$ cat config.mk
export PLATFORM = sky130hd
export DESIGN_NAME = xgriscv_muldiv
export DESIGN_NICKNAME = d
export VERILOG_FILES = /design/src/rtl/xgriscv_muldiv.sv
export SDC_FILE = /design/constraint.sdc
export NUM_CORES = 1
export LEC_CHECK = 0
export ABC_CLOCK_PERIOD_IN_PS = 5700
export CAP_MARGIN = 10
export CORE_MARGIN = 2
export CORE_UTILIZATION = 40
export CTS_CLUSTER_SIZE = 14
export DETAILED_ROUTE_END_ITERATION = 12
export HOLD_SLACK_MARGIN = 0.06
export SLEW_MARGIN = 20
export SYNTH_ARGS = -nofsm -noshare
export SYNTH_HDL_FRONTEND = slang
export SYNTH_SLANG_ARGS = --single-unit
$ cat constraint.sdc
create_clock -name clk -period 5.7 [get_ports clk]
set_input_delay 1.14 -clock clk [delete_from_list [all_inputs] [get_ports clk]]
set_output_delay 1.14 -clock clk [all_outputs]
set_load 0.02 [all_outputs]
$ cat src/rtl/xgriscv_muldiv.sv
// ============================================================================
// Module   : xgriscv_muldiv
// Purpose  : Iterative RV32M multiply/divide unit with valid/ready handshakes.
//            Optional macro MULDIV_FAST_MUL_EN selects a single-cycle multiplier.
// Revision : 1.0  initial release
// ============================================================================
`default_nettype none

module xgriscv_muldiv #(
  parameter int WIDTH = 32
) (
  input  logic             clk,
  input  logic             reset,
  input  logic             op_valid,
  output logic             op_ready,
  input  logic [2:0]       op,
  input  logic [WIDTH-1:0] opA,
  input  logic [WIDTH-1:0] opB,
  input  logic             flush,
  output logic             res_valid,
  input  logic             res_ready,
  output logic [WIDTH-1:0] result,
  output logic             busy
);

  localparam int CNT_W = $clog2(WIDTH);
  localparam logic [CNT_W-1:0] c_lastCnt = CNT_W'(WIDTH - 1);
  localparam logic [WIDTH-1:0] c_minInt  = {1'b1, {(WIDTH-1){1'b0}}};

  typedef enum logic [1:0] {
    ST_IDLE = 2'd0,
    ST_CALC = 2'd1,
    ST_DONE = 2'd2
  } state_t;

  state_t             r_state, w_stateNext;
  logic [2:0]         r_op;
  logic               r_negQ, r_negR;
  logic [WIDTH-1:0]   r_addend;
  logic [WIDTH-1:0]   r_hi, r_lo;
  logic [CNT_W-1:0]   r_cnt;
  logic [WIDTH-1:0]   r_result;

  logic               w_accept, w_signedA, w_signedB, w_sA, w_sB;
  logic               w_divZero, w_ovf, w_bypass;
  logic [WIDTH-1:0]   w_magA, w_magB, w_bypassRes;
  logic [WIDTH:0]     w_mulSum, w_divShift;
  logic [WIDTH-1:0]   w_divDiff;
  logic               w_divGe;
  logic [WIDTH-1:0]   w_hiNext, w_loNext, w_calcRes;
  logic [WIDTH-1:0]   w_quo, w_rem;
  logic               w_resLoad;
  logic [WIDTH-1:0]   w_resNext;

  // Sign-correct a 2*WIDTH product magnitude and pick the low or high half.
  function automatic logic [WIDTH-1:0] mulSel(input logic [2*WIDTH-1:0] prod,
                                              input logic neg, input logic [1:0] sel);
    logic [2*WIDTH-1:0] s;
    s = neg ? -prod : prod;
    return (sel == 2'b00) ? s[WIDTH-1:0] : s[2*WIDTH-1:WIDTH];
  endfunction

  assign op_ready  = (r_state == ST_IDLE) && !reset;
  assign res_valid = (r_state == ST_DONE);
  assign busy      = (r_state != ST_IDLE);
  assign result    = r_result;

  assign w_accept  = op_valid && op_ready && !flush;
  // MUL low half is sign-agnostic, so it runs on raw unsigned operands.
  assign w_signedA = (op == 3'b001) || (op == 3'b010) || (op == 3'b100) || (op == 3'b110);
  assign w_signedB = (op == 3'b001) || (op == 3'b100) || (op == 3'b110);
  assign w_sA      = w_signedA && opA[WIDTH-1];
  assign w_sB      = w_signedB && opB[WIDTH-1];
  assign w_magA    = w_sA ? -opA : opA;
  assign w_magB    = w_sB ? -opB : opB;

  assign w_divZero   = op[2] && (opB == '0);
  assign w_ovf       = op[2] && !op[0] && (opA == c_minInt) && (&opB);
  assign w_bypass    = w_divZero || w_ovf;
  assign w_bypassRes = w_divZero ? (op[1] ? opA : '1) : (op[1] ? '0 : opA);

  // Shift-add multiply: {hi,lo} holds partial product with the multiplier in lo.
  // Restoring divide: hi is the partial remainder, lo shifts dividend out / quotient in.
  assign w_mulSum   = {1'b0, r_hi} + (r_lo[0] ? {1'b0, r_addend} : '0);
  assign w_divShift = {r_hi, r_lo[WIDTH-1]};
  assign w_divGe    = (w_divShift >= {1'b0, r_addend});
  assign w_divDiff  = w_divShift[WIDTH-1:0] - r_addend;

  always_comb begin
    w_hiNext = r_hi;
    w_loNext = r_lo;
    if (r_op[2]) begin
      w_hiNext = w_divGe ? w_divDiff : w_divShift[WIDTH-1:0];
      w_loNext = {r_lo[WIDTH-2:0], w_divGe};
    end else begin
      w_hiNext = w_mulSum[WIDTH:1];
      w_loNext = {w_mulSum[0], r_lo[WIDTH-1:1]};
    end
  end

  assign w_quo     = r_negQ ? -w_loNext : w_loNext;
  assign w_rem     = r_negR ? -w_hiNext : w_hiNext;
  assign w_calcRes = r_op[2] ? (r_op[1] ? w_rem : w_quo)
                             : mulSel({w_hiNext, w_loNext}, r_negQ, r_op[1:0]);

  always_comb begin
    w_stateNext = r_state;
    w_resLoad   = 1'b0;
    w_resNext   = w_calcRes;
    case (r_state)
      ST_IDLE: begin
        if (w_accept) begin
          if (w_bypass) begin
            w_stateNext = ST_DONE;
            w_resLoad   = 1'b1;
            w_resNext   = w_bypassRes;
          end else begin
            w_stateNext = ST_CALC;
`ifdef MULDIV_FAST_MUL_EN
            if (!op[2]) begin
              w_stateNext = ST_DONE;
              w_resLoad   = 1'b1;
              w_resNext   = mulSel({{WIDTH{1'b0}}, w_magA} * {{WIDTH{1'b0}}, w_magB},
                                   w_sA ^ w_sB, op[1:0]);
            end
`endif
          end
        end
      end
      ST_CALC: begin
        if (r_cnt == c_lastCnt) begin
          w_stateNext = ST_DONE;
          w_resLoad   = 1'b1;
        end
      end
      ST_DONE: begin
        if (res_ready) w_stateNext = ST_IDLE;
      end
      default: w_stateNext = ST_IDLE;
    endcase
    if (flush) begin
      w_stateNext = ST_IDLE;
      w_resLoad   = 1'b0;
    end
  end

  always_ff @(posedge clk) begin
    if (reset) begin
      r_state  <= ST_IDLE;
      r_op     <= '0;
      r_negQ   <= 1'b0;
      r_negR   <= 1'b0;
      r_addend <= '0;
      r_hi     <= '0;
      r_lo     <= '0;
      r_cnt    <= '0;
      r_result <= '0;
    end else begin
      r_state <= w_stateNext;
      if (w_accept) begin
        r_op     <= op;
        r_negQ   <= w_sA ^ w_sB;
        r_negR   <= w_sA;
        r_addend <= op[2] ? w_magB : w_magA;
        r_hi     <= '0;
        r_lo     <= op[2] ? w_magA : w_magB;
        r_cnt    <= '0;
      end else if (r_state == ST_CALC) begin
        r_hi  <= w_hiNext;
        r_lo  <= w_loNext;
        r_cnt <= r_cnt + CNT_W'(1);
      end
      if (w_resLoad) r_result <= w_resNext;
    end
  end

endmodule

`default_nettype wire

# --- Yosys cells after proc, flatten, opt, wreduce, memory -nomap -nowiden ---
# Index checks and enable logic that the tools add are counted.
totals:
  register_bits: 140
  inputBits: 72
  output_inout_bits: 35
  wordCells: 89
classes:
  add_sub_neg: 8
  order_cmp: 1
  n_eq_ne: 11
  n_mux: 32
  n_bitwise: 1
  n_reduce_logical: 27
op_table:
  columns: ["operator", "n"]
  rows:
  - ["2-to-1 mux 32 bit", 21]
  - ["negator 32 bit", 4]
  - ["2-to-1 mux 64 bit", 1]
  - ["negator 64 bit", 1]
  - ["adder 32 x 32 -> 33 bit", 1]
  - [">= comparator 33 x 32 -> 1 bit", 1]
  - ["equality test 32 bit (second input constant)", 1]
  - ["logical NOT 32 bit", 1]
  - ["AND reduction 32 bit", 1]
  - ["subtractor 32 bit", 1]
  - ["logical AND 1 bit", 9]
  - ["2-to-1 mux 2 bit", 4]
  - ["equality test 3 bit (second input constant)", 2]
  - ["logical OR 1 bit", 6]
  - ["one-hot mux 2 bit (3 select lines)", 1]
  - ["adder 5 x 1 -> 5 bit (second input constant)", 1]
  - ["equality test 5 bit (second input constant)", 1]
  - ["logical NOT 2 bit", 2]
  - ["2-to-1 mux 1 bit", 4]
  - ["!= test 2 bit (second input constant)", 2]
  - ["nonzero test 2 bit", 2]
  - ["OR reduction 2 bit", 2]
  - ["equality test 3 x 1 -> 1 bit (second input constant)", 1]
  - ["equality test 3 x 2 -> 1 bit (second input constant)", 1]
  - ["7 further kinds", 9]

# --- Logic depth before layout (Yosys ltp) ---
# Gate-level depths: netlist of run 1.
logic_depth:
  depth_word: 10
  depth_mapped: 23
  depth_no_buf: 22

# --- Worst setup path after synthesis of run 1 ---
# Ideal clock, no wire load.
synth_path:
  path_kind: "flip-flop to flip-flop"
  start: "register r_op[2]"
  end: "register r_result[18], in the netlist result[18]"
  setup_time_ps: 117
  arrival_time_ps: 4948
  t_required_ps: 5583
  path_slack_ps: 635
  path_stages_with_launch: 20
  n_path_buf: 7
  synth_period_minus_slack_ps: 5065
  cell_sequence: "dfxtp_1 clkbuf_1 clkbuf_1 clkbuf_1 buf_2 buf_1 clkbuf_1 buf_1 mux2i_1 ha_1 o21a_1 o2111ai_1 nor2_1 nand2_1 or3_4 or3_4 o31ai_2 a22o_1 mux2i_1 a22o_1"
synth_via:
  elab_chain_len: 8
  word_cells_on_any_way: 14
  classes_between: "add/sub: 3; mux: 11"
synth_lines:
  columns: ["item", "line", "text"]
  rows:
  - ["start, declared", "37", "logic [2:0] r_op;"]
  - ["start signal, assigned", "161", "r_op <= op;"]
  - ["2-to-1 mux 32 bit", "92", "if (r_op[2]) begin"]
  - ["negator 64 bit (tied with other cells)", "59", "s = neg ? -prod : prod;"]
  - ["2-to-1 mux 64 bit (tied with other cells)", "59", null]
  - ["2-to-1 mux 32 bit (on tied branches)", "60, 103", null]
  - ["2-to-1 mux 32 bit *", "103", "assign w_calcRes = r_op[2] ? (r_op[1] ? w_rem : w_quo)"]
  - ["2-to-1 mux 32 bit", "113", "if (w_bypass) begin"]
  - ["2-to-1 mux 32 bit", "112", "if (w_accept) begin"]
  - ["2-to-1 mux 32 bit *", "110", "case (r_state)"]
  - ["end signal, assigned", "173", "if (w_resLoad) r_result <= w_resNext;"]
  - ["end, declared", "42", "logic [WIDTH-1:0] r_result;"]
# Every way passes the cells marked *; elsewhere a longest branch is shown, timed or not.
# A chain may end at the register's enable or synchronous reset.

# --- Worst setup path after layout of run 1 ---
layout_path:
  start: "register r_addend[9]"
  end: "register r_result[24], in the netlist result[24]"
layout_via:
  elab_chain_len: 10
  word_cells_on_any_way: 19
  classes_between: "add/sub: 5; order compare: 1; mux: 13"
layout_lines:
  columns: ["item", "line", "text"]
  rows:
  - ["start, declared", "39", "logic [WIDTH-1:0] r_addend;"]
  - ["start signal, assigned", "164", "r_addend <= op[2] ? w_magB : w_magA;"]
  - ["2-to-1 mux 32 bit (tied with other cells)", "84", "assign w_mulSum = {1'b0, r_hi} + (r_lo[0] ? {1'b0, r_addend} : '0);"]
  - ["adder 32 x 32 -> 33 bit or 2-to-1 mux 32 bit (tied branches)", "84, 93", null]
  - ["2-to-1 mux 32 bit", "92", null]
  - ["negator 64 bit or negator 32 bit (tied branches)", "59, 102", null]
  - ["2-to-1 mux 64 bit or 2-to-1 mux 32 bit (tied branches)", "59, 102", null]
  - ["2-to-1 mux 32 bit (on tied branches)", "60, 103", null]
  - ["2-to-1 mux 32 bit *", "103", null]
  - ["2-to-1 mux 32 bit", "113", null]
  - ["2-to-1 mux 32 bit", "112", null]
  - ["2-to-1 mux 32 bit *", "110", null]
# Marks and branches as above.

==> summary.txt, run 1 <==
Setup path
  • FF-to-FF setup slack: approximately 0.26 ns
  • CP cell instances: inv_1 -> ha_1 -> nand4_2 -> or4_1 -> o41a_1 -> and3b_1 -> buf_12 -> a31oi_1 -> a22oi_1 -> or3_1 -> nor3_4 -> buf_4 -> nand3_1 -> nor3_1 -> or3_1 -> a221oi_1 -> or4_1
  • Bufs and invs on worst path: 3
  • Reg-to-Reg End: result[24]
  • Critical Path RT: around 6 ns
  • Crit Path Class: reg -> reg
  • Crit path max-delay family: simple AND/OR/NAND/NOR gates
  • CP startpoint kind: flip-flop
  • RR Startpoint: r_addend[9]
  • Critical path depth: 17
  • Max stage delay cell, worst path: or4_1
  • Setup crit start: r_addend[9]
  • Worst-path maximum fanout: 12
  • CP Capture Point: result[24]
  • CP Capture Type: flip-flop
  • Crit path DAT: around 5.8 ns
  • CP max stage delay: 0.66 ns
  • R2R cell count: 17

Clocking
  • Clock slew at the register clock pins of the worst setup and hold paths: around 0.060 ns
  • Total clock sinks: 140
  • CTS tree: yes
  • Root buf cell: clkbuf_16
  • CTS H-tree lvls: 4
  • Clock buffer depth: 2
  • Worst-Skew Late Latency: 0.46 ns
  • Post-CTS Setup Repair Bufs: 0
  • Num CTS Buffers: 17
  • Post_cts resized: 0
  • Hold_buf cts: 0

Yosys
  • Synthesized netlist net count: 2477
  • Mapped Area: 0.0159 mm^2
  • Xor/xnor share of the synthesized area: 9.18%
  • Synth Flop Type: dfxtp_1
  • #FFs+latches synth: 140
  • Synth unique cells: 97
  • Top cells by area, synth: dfxtp_1 18%, nand2_1 7.8%, a21oi_1 7.5%, ha_1 5.6%, o21ai_0 5.3%
  • Simple logic cell fraction of the synthesized area: a little over a quarter
  • Post-Synthesis Cells: 2332
  • Post-synth EDFFs: 0
  • Async set-reset flop share out of synthesis: 0%
  • Post-synthesis compound-gate area fraction: 32.3%
  • Post-Syn Area per Cell: 6.83 um^2
  • Seq/Total Area, Yosys: 17.6%
  • Ys Warns: 0
  • Mux cell area share after synthesis: 3.31%
  • Share of the synthesized area in the top cell type: between 10% and 20%
  • Post-synthesis adder-cell area fraction: 5.83%
  • Top cell type by total area after synthesis: dfxtp_1
  • Main combinational cell family by area after synthesis: compound AO/OA/AOI/OAI gates

Floorplan
  • Die W: between 200 and 250 um
  • Starting Density: roughly two fifths
  • Die area: 0.0414 mm^2
  • Top-level I/O count: ~110
  • FP Rows: 73
  • Core area: slightly below 0.04 mm^2
  • Chip height: 204 um

Timing
  • Final min period: between 5 and 6 ns
  • Rel. slew slack: 24.7%
  • RSZ-0062 raised after global routing: no
  • Final setup margin: between 0.2 and 0.3 ns
  • Max Slew Vio Count: 0
  • Final hold violations: 0
  • Slew @ Worst Pin: about 1.1 ns
  • Setup TNS: 0 ns
  • Fmax: 184 MHz
  • Setup Skew: 0.0124 ns
  • Setup violators final: 0
  • Period utilization: a little over nine tenths

Drt
  • WL/cell: 24.8 um
  • Vias per inst: between 6 and 7
  • DRT antenna net count: 0
  • DR vias: 18600
  • Initial DRC count: 2337
  • Drt first pass iters: 6
  • Top sig layer: met5
  • # DRC: 0
  • Met3 Wirelength: 6.68 mm
  • WL final: 73.0 mm
  • Met2 Routed Length: 32.7 mm
  • Post-route met1 wirelength: 29.1 mm

Pwr
  • Switching Fraction: 42.5%
  • Seq pwr share: approximately 27%
  • Static leakage: 6.73 nW
  • Worst IR Drop VDD: about 0.15 mV
  • Internal power: 2.26 mW
  • Combinational share of power: 43.2%
  • PwrDens: around 210 mW/mm^2
  • Switching pwr: 1.67 mW
  • Clock power share: 29.6%

Global route
  • Total grt overflow: 0
  • Initial antenna violation count: 6
  • Total GRT Usage: 34.6%
  • Pin count of the biggest net entering global routing: 99
  • Vias in the first global route: approximately 17000
  • First-pass GRT wire length: 108 mm

Cells and area
  • Final Cell Area: 0.0184 mm^2
  • Share of cells above drive strength 1: 7.58%
  • Area occupied by multi-input gates: 0.0123 mm^2
  • Fillers: 4063
  • Number of nets in the layout: ~2500
  • Area delta synth->final: 15.3%
  • Register area: 0.00281 mm^2

Run status
  • Status: complete, no violations

Run
  • Number of max-cap violations: 0

Place
  • Placer Congestion: around 1.1
  • HPWL after DPL: 58.2 mm
  • Placed standard-cell area: 0.0178 mm^2
  • Dpl ws: 0.339 ns
  • PortBufs: 106

Min path
  • Hold WC Path Type: reg -> reg
[synth_stat cells (5+ instances only)]
master    number
a21boi_0       6
nor4_1        20
nand3_1       53
xnor2_1       94
o21ai_0      168
nand2b_1      16
a21oi_1      239
o31ai_1       31
a221oi_1      18
o311a_1        5
nand4_1       37
o221ai_1      14
xor2_1        73
or3_1         27
nor3b_1       12
o21a_1        15
a21o_1        26
and3_1        12
nor3_1        64
a31o_2         5
o41ai_1        8
nor2_1       197
or4_1          7
dfxtp_1      140
mux2_2         5
or2_2         12
and2_1        44
ha_1          71
o22ai_1       19
inv_1         73
nand2_1      330
a211o_1        7
nor2b_1       12
nand3b_1      10
a22oi_1        8
a211oi_1      38
o211ai_1      96
clkbuf_1     120
buf_2         12
mux2i_1       47
a31oi_1       28
buf_1         13
[layer usage]
layer	vias up	global-route usage (%)
met5	-	0
met4	6	19.7
met3	224	7.13
met2	951	55.5
met1	8763	43.1
li1	8694	-
[sequential cells by signal, summed over array words and instances (netlist names)]
register	count
r_hi	32
r_state	2
r_lo	32
r_op	3
r_negR	1
r_negQ	1
result	32
r_addend	32
r_cnt	5
[stage by stage]
stage	utilization, %	total power [mW]	hold WS [ns]	instances
after floorplan	-	2.10	0.440	2332
after global placement	44.9	2.73	0.437	2907
after detailed placement	44.9	2.73	0.444	2907
after CTS	46.4	3.88	0.458	2939
after global routing	46.4	4.08	0.471	2939
final	46.5	3.93	0.454	2941
[power by group through the flow]
stage          registers [mW]  clock network (mW)  logic, mW
2_1_floorplan            1.06                   0       1.03
3_3_place_gp             1.09                   0       1.65
3_5_place_dp             1.09                   0       1.65
4_1_cts                  1.07                1.16       1.65
5_1_grt                  1.07                1.20       1.81
6_report                 1.07                1.16       1.70
[cells in the final DEF, fill, tap and decap left out, drive strengths merged, types with 20 or more instances in the layout]
master | netlist | routed
a211oi | 39 | 39
a21o | 26 | 26
a21oi | 240 | 240
a31oi | 28 | 28
and2 | 46 | 46
buf | 28 | 94
clkbuf | 120 | 20
clkdlybuf4s50 | 0 | 104
dfxtp | 140 | 140
ha | 71 | 71
inv | 73 | 75
mux2i | 47 | 47
nand2 | 331 | 331
nand3 | 53 | 53
nand4 | 38 | 38
nor2 | 198 | 198
nor3 | 65 | 65
nor4 | 21 | 21
o211ai | 96 | 96
o21ai | 172 | 172
o22ai | 20 | 20
o31ai | 32 | 32
or3 | 29 | 29
xnor2 | 94 | 94
xor2 | 73 | 73
[cell type report]
type	count	area share (%)
multi-input cells	1970	66.9
inverters	74	1.51
repair buffers	198	9.55
diodes	2	0.0272
well taps	525	3.58
flip-flops and latches	140	15.3
clock inverters	12	0.756
clock buffers	20	2.43
[logic make-up (layout without fill, tap and decap cells)]
logic type	after synthesis	count (layout)
AO/OA/AOI/OAI	799	799
buffers and inverters	222	304
AND/OR/NAND/NOR	879	879
flip-flops	140	140
multiplexers	52	52
adder cells (fa/ha/maj)	73	73
XOR/XNOR	167	167
other	0	2
[worst min path at each step]
stage                 startpoint      endpoint  slack [ns]  cells past startpoint
floorplan           r_addend[17]  r_addend[17]        0.44                      2
global placement      result[10]    result[10]        0.44                      1
detailed placement    result[10]    result[10]        0.44                      1
CTS                    result[6]     result[6]        0.46                      1
global route          result[10]    result[10]        0.47                      1
finish                result[10]    result[10]        0.45                      1
Power figures use the tool's default switching activity.
==> inputs of run 2 (changes only) <==
Settings changed: HOLD_SLACK_MARGIN 0.06 to 0.15.
==> results of run 2 <==
Final layout, timing and power as in run 1 (identical DEF).
==> inputs of run 3 (changes only) <==
Settings changed: ABC_CLOCK_PERIOD_IN_PS 5700 to not set.
==> results of run 3 <==
Final layout, timing and power as in run 1 (identical DEF).
